File: src/rtl/alu_pkg.sv
// Shared definitions for the ALU display/result selector scan logic:
// one-hot select codes, scan states and capture field widths.
package alu_pkg;

  localparam int SEL_W = 4;
  localparam int A_W   = 4;
  localparam int B_W   = 4;
  localparam int Y_W   = 8;
  localparam int OP_W  = 3;

  localparam logic [SEL_W-1:0] SEL_NONE = 4'b0000;
  localparam logic [SEL_W-1:0] SEL_A    = 4'b0001;
  localparam logic [SEL_W-1:0] SEL_B    = 4'b0010;
  localparam logic [SEL_W-1:0] SEL_Y    = 4'b0100;
  localparam logic [SEL_W-1:0] SEL_OP   = 4'b1000;

  typedef enum logic [2:0] {
    ST_IDLE,
    ST_A,
    ST_B,
    ST_Y,
    ST_OP
  } state_t;

  // One-hot select code presented to the selector while in a given state
  function automatic logic [SEL_W-1:0] sel_of(state_t s);
    case (s)
      ST_A:    sel_of = SEL_A;
      ST_B:    sel_of = SEL_B;
      ST_Y:    sel_of = SEL_Y;
      ST_OP:   sel_of = SEL_OP;
      default: sel_of = SEL_NONE;
    endcase
  endfunction

endpackage

File: src/rtl/dwell_timer.sv
// Slot dwell counter: counts DWELL unheld cycles per slot and flags the
// last one. Held at zero while not running; frozen while i_hold is high.
module dwell_timer #(
  parameter int DWELL = 4
) (
  input  logic clk,
  input  logic rst,
  input  logic i_run,
  input  logic i_hold,
  output logic o_last
);

  localparam int CNT_W = (DWELL > 1) ? $clog2(DWELL) : 1;
  localparam logic [CNT_W-1:0] LAST = CNT_W'(DWELL - 1);

  logic [CNT_W-1:0] r_count;

  // Count unheld cycles within a slot, restarting at zero after the last one
  always_ff @(posedge clk or posedge rst) begin
    if (rst) begin
      r_count <= '0;
    end else if (!i_run) begin
      r_count <= '0;
    end else if (!i_hold) begin
      if (r_count == LAST) r_count <= '0;
      else                 r_count <= r_count + 1'b1;
    end
  end

  // Last-cycle strobe only fires on an unheld cycle, so a held slot end defers it
  assign o_last = i_run && !i_hold && (r_count == LAST);

endmodule

File: src/rtl/select_scan.sv
// Scans the shared ALU selector through A, B, Y and OP with a one-hot
// select, captures the selector output per slot and reports frame
// completion together with a change flag against the previous frame.
module select_scan
  import alu_pkg::*;
#(
  parameter int DWELL = 4
) (
  input  logic             clk,
  input  logic             rst,
  input  logic             enable,
  input  logic             hold,
  input  logic [7:0]       sO,
  output logic [SEL_W-1:0] select,
  output logic [A_W-1:0]   a_cap,
  output logic [B_W-1:0]   b_cap,
  output logic [Y_W-1:0]   y_cap,
  output logic [OP_W-1:0]  op_cap,
  output logic             frame_done,
  output logic             changed,
  output logic             busy
);

  state_t           r_state;
  state_t           w_next_state;
  logic [SEL_W-1:0] r_select;
  logic [A_W-1:0]   r_a_cap;
  logic [B_W-1:0]   r_b_cap;
  logic [Y_W-1:0]   r_y_cap;
  logic [OP_W-1:0]  r_op_cap;
  logic             r_frame_done;
  logic             r_changed;
  logic             r_diff;

  logic w_run;
  logic w_last;
  logic w_cap_a;
  logic w_cap_b;
  logic w_cap_y;
  logic w_cap_op;
  logic w_diff_a;
  logic w_diff_b;
  logic w_diff_y;
  logic w_diff_op;

  assign w_run = (r_state != ST_IDLE);

  dwell_timer #(
    .DWELL(DWELL)
  ) u_dwell_timer (
    .clk    (clk),
    .rst    (rst),
    .i_run  (w_run),
    .i_hold (hold),
    .o_last (w_last)
  );

  assign w_cap_a  = w_last && (r_state == ST_A);
  assign w_cap_b  = w_last && (r_state == ST_B);
  assign w_cap_y  = w_last && (r_state == ST_Y);
  assign w_cap_op = w_last && (r_state == ST_OP);

  assign w_diff_a  = (sO[A_W-1:0]  != r_a_cap);
  assign w_diff_b  = (sO[B_W-1:0]  != r_b_cap);
  assign w_diff_y  = (sO[Y_W-1:0]  != r_y_cap);
  assign w_diff_op = (sO[OP_W-1:0] != r_op_cap);

  // State register; select is registered alongside so it tracks the state exactly
  always_ff @(posedge clk or posedge rst) begin
    if (rst) begin
      r_state  <= ST_IDLE;
      r_select <= SEL_NONE;
    end else begin
      r_state  <= w_next_state;
      r_select <= sel_of(w_next_state);
    end
  end

  // Next state: advance on each slot's last unheld cycle; enable only matters at frame boundaries
  always_comb begin
    w_next_state = r_state;
    case (r_state)
      ST_IDLE: if (enable && !hold) w_next_state = ST_A;
      ST_A:    if (w_last)          w_next_state = ST_B;
      ST_B:    if (w_last)          w_next_state = ST_Y;
      ST_Y:    if (w_last)          w_next_state = ST_OP;
      ST_OP:   if (w_last)          w_next_state = enable ? ST_A : ST_IDLE;
      default:                      w_next_state = ST_IDLE;
    endcase
  end

  // Outputs: registered select/captures/flags, busy decoded from the state
  always_comb begin
    select     = r_select;
    a_cap      = r_a_cap;
    b_cap      = r_b_cap;
    y_cap      = r_y_cap;
    op_cap     = r_op_cap;
    frame_done = r_frame_done;
    changed    = r_changed;
    busy       = (r_state != ST_IDLE);
  end

  // Per-slot capture of the selector output on the slot's last cycle
  always_ff @(posedge clk or posedge rst) begin
    if (rst) begin
      r_a_cap  <= '0;
      r_b_cap  <= '0;
      r_y_cap  <= '0;
      r_op_cap <= '0;
    end else begin
      if (w_cap_a)  r_a_cap  <= sO[A_W-1:0];
      if (w_cap_b)  r_b_cap  <= sO[B_W-1:0];
      if (w_cap_y)  r_y_cap  <= sO[Y_W-1:0];
      if (w_cap_op) r_op_cap <= sO[OP_W-1:0];
    end
  end

  // Accumulate per-slot differences over the frame; the A capture starts a fresh frame
  always_ff @(posedge clk or posedge rst) begin
    if (rst) begin
      r_diff <= 1'b0;
    end else if (w_cap_a) begin
      r_diff <= w_diff_a;
    end else if (w_cap_b) begin
      r_diff <= r_diff | w_diff_b;
    end else if (w_cap_y) begin
      r_diff <= r_diff | w_diff_y;
    end
  end

  // Frame-complete pulse and change flag, both for the single cycle after the OP capture
  always_ff @(posedge clk or posedge rst) begin
    if (rst) begin
      r_frame_done <= 1'b0;
      r_changed    <= 1'b0;
    end else begin
      r_frame_done <= w_cap_op;
      r_changed    <= w_cap_op && (r_diff || w_diff_op);
    end
  end

endmodule

File: config.mk
export PLATFORM = sky130hd
export DESIGN_NAME = select_scan
export DESIGN_NICKNAME = d
export VERILOG_FILES = /design/src/rtl/alu_pkg.sv /design/src/rtl/dwell_timer.sv /design/src/rtl/select_scan.sv
export SDC_FILE = /design/constraint.sdc
export NUM_CORES = 1
export LEC_CHECK = 0
export BUFFER_PORTS_ARGS = -buffer_cell sky130_fd_sc_hd__buf_2
export CAP_MARGIN = 20
export CORE_UTILIZATION = 30
export CTS_BUF_LIST = sky130_fd_sc_hd__clkbuf_16
export CTS_CLUSTER_SIZE = 12
export DETAILED_ROUTE_END_ITERATION = 8
export GPL_TIMING_DRIVEN = 0
export PLACE_DENSITY = 0.53
export SYNTH_ARGS = -nofsm -noshare
export SYNTH_HDL_FRONTEND = slang
export SYNTH_HIERARCHICAL = 1
export SYNTH_SLANG_ARGS = --single-unit
File: constraint.sdc
create_clock -name clk -period 2.6 [get_ports clk]
set_input_delay 0.65 -clock clk [delete_from_list [all_inputs] [get_ports clk]]
set_output_delay 0.65 -clock clk [all_outputs]
set_load 0.02 [all_outputs]
==> flow_summary.ini, run 1 <==
[run_status]
run_status = finished, final reports clean

[synthesis]
synth_nets = 136
synth_area_um2 = 1515
postSynth.asyncResetShare_pct = 100.0
synth_edf_count = 0
syn_avg_cell_area_um2 = 12.32
synthCells = 123
ys_seq_area_share_pct = 51.20
synth.distinct_cells = 34
ys_seq_elements = 31
synthFlopType = dfrtp_1
synth-warning-count = 6

[clock_network]
cts_root_buffer = clkbuf_16
cts_hold_buf = 0
htreeDepth = 2
cts_resized = 0
clkTransAtPathRegs_ns = 0.05
clock_latency_ns = 0.27
clockBufferDepth = 2
cts_setup_buffers = 0
cts.sinks = 31
cts_buffers = 5
tritoncts = built

[worst_setup_path]
critPathKind = reg -> reg
worst_setup_path_start_kind = flop
worstPathArrival_ns = 2.39
worstSetupEndpointType = flop
critical_path_required_ns = 2.76
cp_max_fo = 9
rrSetupSlack_ns = 0.37

[layout]
seqCellArea_um2 = 775.7
nFillCells = 493
fin_util_pct = 40.31
synthToLayoutAreaGrowth_pct = 27.33
insertedDiodeCount = 0
nets = 177
multi_input_area_um2 = 649.4
drive_gt1_share_pct = 35.76

[die]
core_um2 = 4786
initial_core_util_pct = 31.66
die_y_um = 73.07
fp.dieW_um = 73.07
row_count = 25
io_pins = 38
die_area_um2 = 5339

[detailed_routing]
dr.pass1.iters = 4
post_drt_wl_per_cell_um = 12.53
num_vias = 1014
post_drt_via_cell_ratio = 4.371
drt-initial-drc-count = 27
drc = 0
drtAntennaViolNets = 0
drt-total-wl_um = 2907

[global_route]
grt.total_usage_pct = 12.49
grt_pass1_vias = 966
grt_pass1_wl_um = 4802
gr-total-overflow = 0
antenna_found_initial = 0
grt_max_degree = 19

[power]
p_int_uw = 1281
p_leak_uw = 0.001042
combPwrFrac_pct = 34.8
power.share.clock_pct = 27.1
p_seq_share_pct = 38.2
peakVddDrop_uv = 394.8
p_switching_uw = 680.1
p_total_uw = 1961
p_per_area_nw_per_um2 = 1016
p_sw_share_pct = 34.68

[timing]
fin_worst_skew_ns = 0.003810
period_needed_ns = 2.232
finalSetupViolCount = 0
setup_tns_ns = 0
slew_viol_final = 0
worstMarginPinSlew_ns = 0.5604
max_freq_mhz = 448.1
finalHoldViolations = 0
post-route-period-util_pct = 85.83
rsz0062_at_grt = false
relSlewSlack_pct = 62.60

[job]
drv_cap = 0

[placement]
hpwl_um = 2198
gp_congestion = 0.7374
io_buffers = 33

[hold_path]
min_path_type = in -> async
[synthesized netlist by cell type (2+ instances only)]
master | instances | share of area, %
buf_4 | 2 | 0.99
dfrtp_1 | 31 | 51
xor2_1 | 16 | 9.2
mux2_2 | 6 | 4.5
nand2b_1 | 2 | 0.83
xnor2_1 | 5 | 2.9
nor3b_1 | 2 | 0.99
nand2_1 | 5 | 1.2
mux2_1 | 13 | 9.7
inv_1 | 2 | 0.50
and3b_1 | 2 | 1.2
o21ai_0 | 2 | 0.66
buf_6 | 3 | 2.2
nor2b_1 | 2 | 0.83
nor4_1 | 3 | 1.2
buf_2 | 6 | 2.0
nor2_1 | 3 | 0.74
or3_1 | 2 | 0.83
[critical path, cell delays in order, from the launching register on]
cell     delay (ns)
dfrtp_1        0.35
buf_2          0.16
or3_1          0.43
and3b_2        0.24
buf_6          0.13
nor2b_4        0.13
and3b_1        0.16
buf_6          0.13
a211o_1        0.25
o21a_1         0.16
[sequential cells by signal (all words and copies together) (netlist names)]
register,count
r_state,3
select,4
a_cap,4
b_cap,4
frame_done,1
u_dwell_timer/r_count,2
op_cap,3
r_diff,1
y_cap,8
changed,1
[power by group through the flow]
stage / Clock, uW / Sequential [uW] / Combinational, uW
floorplan: 0 / 894 / 336
global placement: 0 / 747 / 677
detailed placement: 0 / 757 / 690
CTS: 551 / 750 / 694
global route: 581 / 768 / 748
finish: 531 / 749 / 681
[placed cells by master (no fill, tap or decap), types with 2 or more instances in the layout]
cell,n
inv_1,4
nand2_1,5
buf_6,3
xnor2_1,5
dfrtp_1,31
nor2_1,3
xor2_1,16
and3b_1,2
nor4_1,3
or3_1,2
o21ai_0,2
nor3b_1,2
nand2b_1,2
buf_2,39
clkbuf_16,5
nor2b_1,2
mux2_1,13
mux2_2,6
buf_4,2
[final timing paths]
path,startpoint,endpoint,cells after the start
max,r_state[1],r_diff,9
min,rst,u_dwell_timer/r_count[1],2
max reg2reg,r_state[1],r_diff,9
min reg2reg,a_cap[0],a_cap[0],1
max in group asynchronous,rst,y_cap[2],3
min in group clk,a_cap[0],a_cap[0],1
[metrics by stage]
stage | hold WS (ns) | worst slack [ns] | std cells | instance area (um^2)
3_3_place_gp | 0.5082 | 0.3584 | 223 | 1764
3_5_place_dp | 0.5148 | 0.3539 | 224 | 1792
5_1_grt | 0.2204 | 0.2721 | 232 | 1929
2_1_floorplan | 0.3912 | 0.3235 | 123 | 1515
6_report | 0.2333 | 0.3685 | 232 | 1929
4_1_cts | 0.2245 | 0.3468 | 232 | 1929
[cell families (layout without fill, tap and decap cells)]
logic type | after synthesis | in the layout | synth area share, %
flops | 31 | 31 | 51.20
fa+ha+maj | 1 | 1 | 0.8256
xor+xnor | 21 | 21 | 12.14
compound gates | 9 | 9 | 4.211
simple gates | 27 | 27 | 10.90
mux | 20 | 20 | 14.78
buf+inv | 14 | 56 | 5.945
[metal layers]
metal	GRT usage, %	wire length (um)
met1	15.58	1339
met2	18.72	1348
met3	5.110	167
met4	5.882	52
met5	0	0
[area by class of cell]
cell class | instances | area share [%]
plain buffers | 12 | 4.280
clock buffers | 5 | 6.485
clock inverters | 3 | 0.6485
inverters | 2 | 0.3891
multi-input cells | 78 | 33.66
flip-flops and latches | 31 | 40.21
well taps | 67 | 4.345
repair buffers | 34 | 9.987
No activity file was read; power rests on OpenSTA's default activity.
==> run 2: changes to the inputs <==
Settings changed: PLACE_DENSITY 0.53 to 0.61.
==> flow_summary.ini, run 2 (synthesis gave the netlist of run 1 again) <==
[timing]
fin_worst_skew_ns = 0.004814
max_freq_mhz = 444.5
rsz0062_at_grt = false
relSlewSlack_pct = 56.45
finalSetupViolCount = 0
period_needed_ns = 2.250
post-route-period-util_pct = 86.53
worstMarginPinSlew_ns = 0.6525
setup_tns_ns = 0
holdWs_ns = 0.2274
slew_viol_final = 0
finalHoldViolations = 0

[layout]
final_common_cell = buf_2
synthToLayoutAreaGrowth_pct = 27.09
final_cells = 231
drive_gt1_share_pct = 35.98
fin_util_pct = 40.24
final_cell_mix = buf_2 (39), dfrtp_1 (31), xor2_1 (16), mux2_1 (13), mux2_2 (6)
largest_register_ffs = 8
seqCellArea_um2 = 775.7
nets = 177
nFillCells = 475
insertedDiodeCount = 0
stdcell_area_um2 = 1926
multi_input_area_um2 = 649.4

[placement]
gp_congestion = 0.7317
place_inst = 224
dpl_cell_area_um2 = 1792
io_buffers = 33
hpwl_um = 2077

[global_route]
grt.total_usage_pct = 12.08
grt_max_degree = 17
grt_pass1_wl_um = 4774
gr-total-overflow = 0
met3_usage_pct = 4.282
met1_usage_pct = 14.37
grt_pass1_vias = 977
grtUsageMet2_pct = 19.96
antenna_found_initial = 0
busiest_layer = met2

[die]
initial_core_util_pct = 31.66
row_count = 25
core_um2 = 4786
io_pins = 38
fp.dieW_um = 73.07
die_y_um = 73.07
die_area_um2 = 5339

[worst_setup_path]
critical_path_required_ns = 2.77
critPathKind = reg -> reg
rrSetupSlack_ns = 0.35
r2r_cells = 9
r2r-start = r_state[1]
worstSetupEndpointType = flop
worst_setup_path_start_kind = flop
worstPathArrival_ns = 2.42
cp_max_fo = 9
r2r-end = r_diff

[job]
drv_cap = 0

[run_status]
run_status = finished, final reports clean

[clock_network]
clkTransAtPathRegs_ns = 0.05
clock_latency_ns = 0.27
cts_resized = 0
cts.sinks = 31
clockBufferDepth = 2
htreeDepth = 2
cts_setup_buffers = 0
cts_root_buffer = clkbuf_16
tritoncts = built
cts_buffers = 5
cts_hold_buf = 0

[detailed_routing]
post_drt_via_cell_ratio = 4.325
drc = 0
post_drt_wl_per_cell_um = 12.40
num_vias = 999
drt-total-wl_um = 2864
dr.pass1.iters = 4
drtAntennaViolNets = 0
drt-initial-drc-count = 36

[power]
peakVddDrop_uv = 491.9
p_leak_uw = 0.001033
p_per_area_nw_per_um2 = 1021

[hold_path]
min_path_type = in -> async
run 2: cell count changes in the layout (fill, tap and decap cells not counted), sizes merged:
| cell | before | now |
|---|---|---|
| inv | 4 | 2 |
| clkinv | 1 | 2 |
run 2: stage by stage:
stage	power (uW)	setup WS (ns)
6_report	1966	0.3502
5_1_grt	2091	0.2359
4_1_cts	1995	0.3270
3_5_place_dp	1445	0.3490
3_3_place_gp	1430	0.3480
2_1_floorplan	1231	0.3235
run 2: worst max path at each step:
stage	from	endpoint	slack [ns]	cells past startpoint
2_1_floorplan	r_state[1]	r_diff	0.32	9
3_3_place_gp	r_state[1]	r_diff	0.35	9
3_5_place_dp	r_state[1]	r_diff	0.35	9
4_1_cts	r_state[1]	r_diff	0.33	9
5_1_grt	r_state[1]	select[0]	0.24	9
6_report	r_state[1]	r_diff	0.35	9
run 2: cell type report:
class                   instances  share of cell area (%)
inverters                       2                  0.3899
flip-flops and latches         31                   40.29
clock buffers                   5                   6.498
plain buffers                  12                   4.288
clock inverters                 2                  0.4548
well taps                      67                   4.353
repair buffers                 34                   10.01
multi-input cells              78                   33.72
run 2: power breakdown:
group	internal, uW	total, uW	switching [uW]
clock network	343	536	193
registers	640	747	106
logic	296	683	387
run 2: worst max-delay path, cell delays in order, from the launching register on:
cell and delay (ns):
dfrtp_1 0.35, buf_2 0.16, or3_1 0.43, and3b_2 0.24
buf_6 0.13, nor2b_4 0.13, and3b_1 0.17, buf_6 0.13
a211o_1 0.24, o21a_1 0.16
run 2: metal layers:
layer / wire, um / part of all wire, % / vias up
li1: - / - / 494
met1: 1294 / 45 / 481
met2: 1402 / 49 / 19
met3: 123 / 4.3 / 5
met4: 44 / 1.5 / 0
met5: 0 / 0 / -
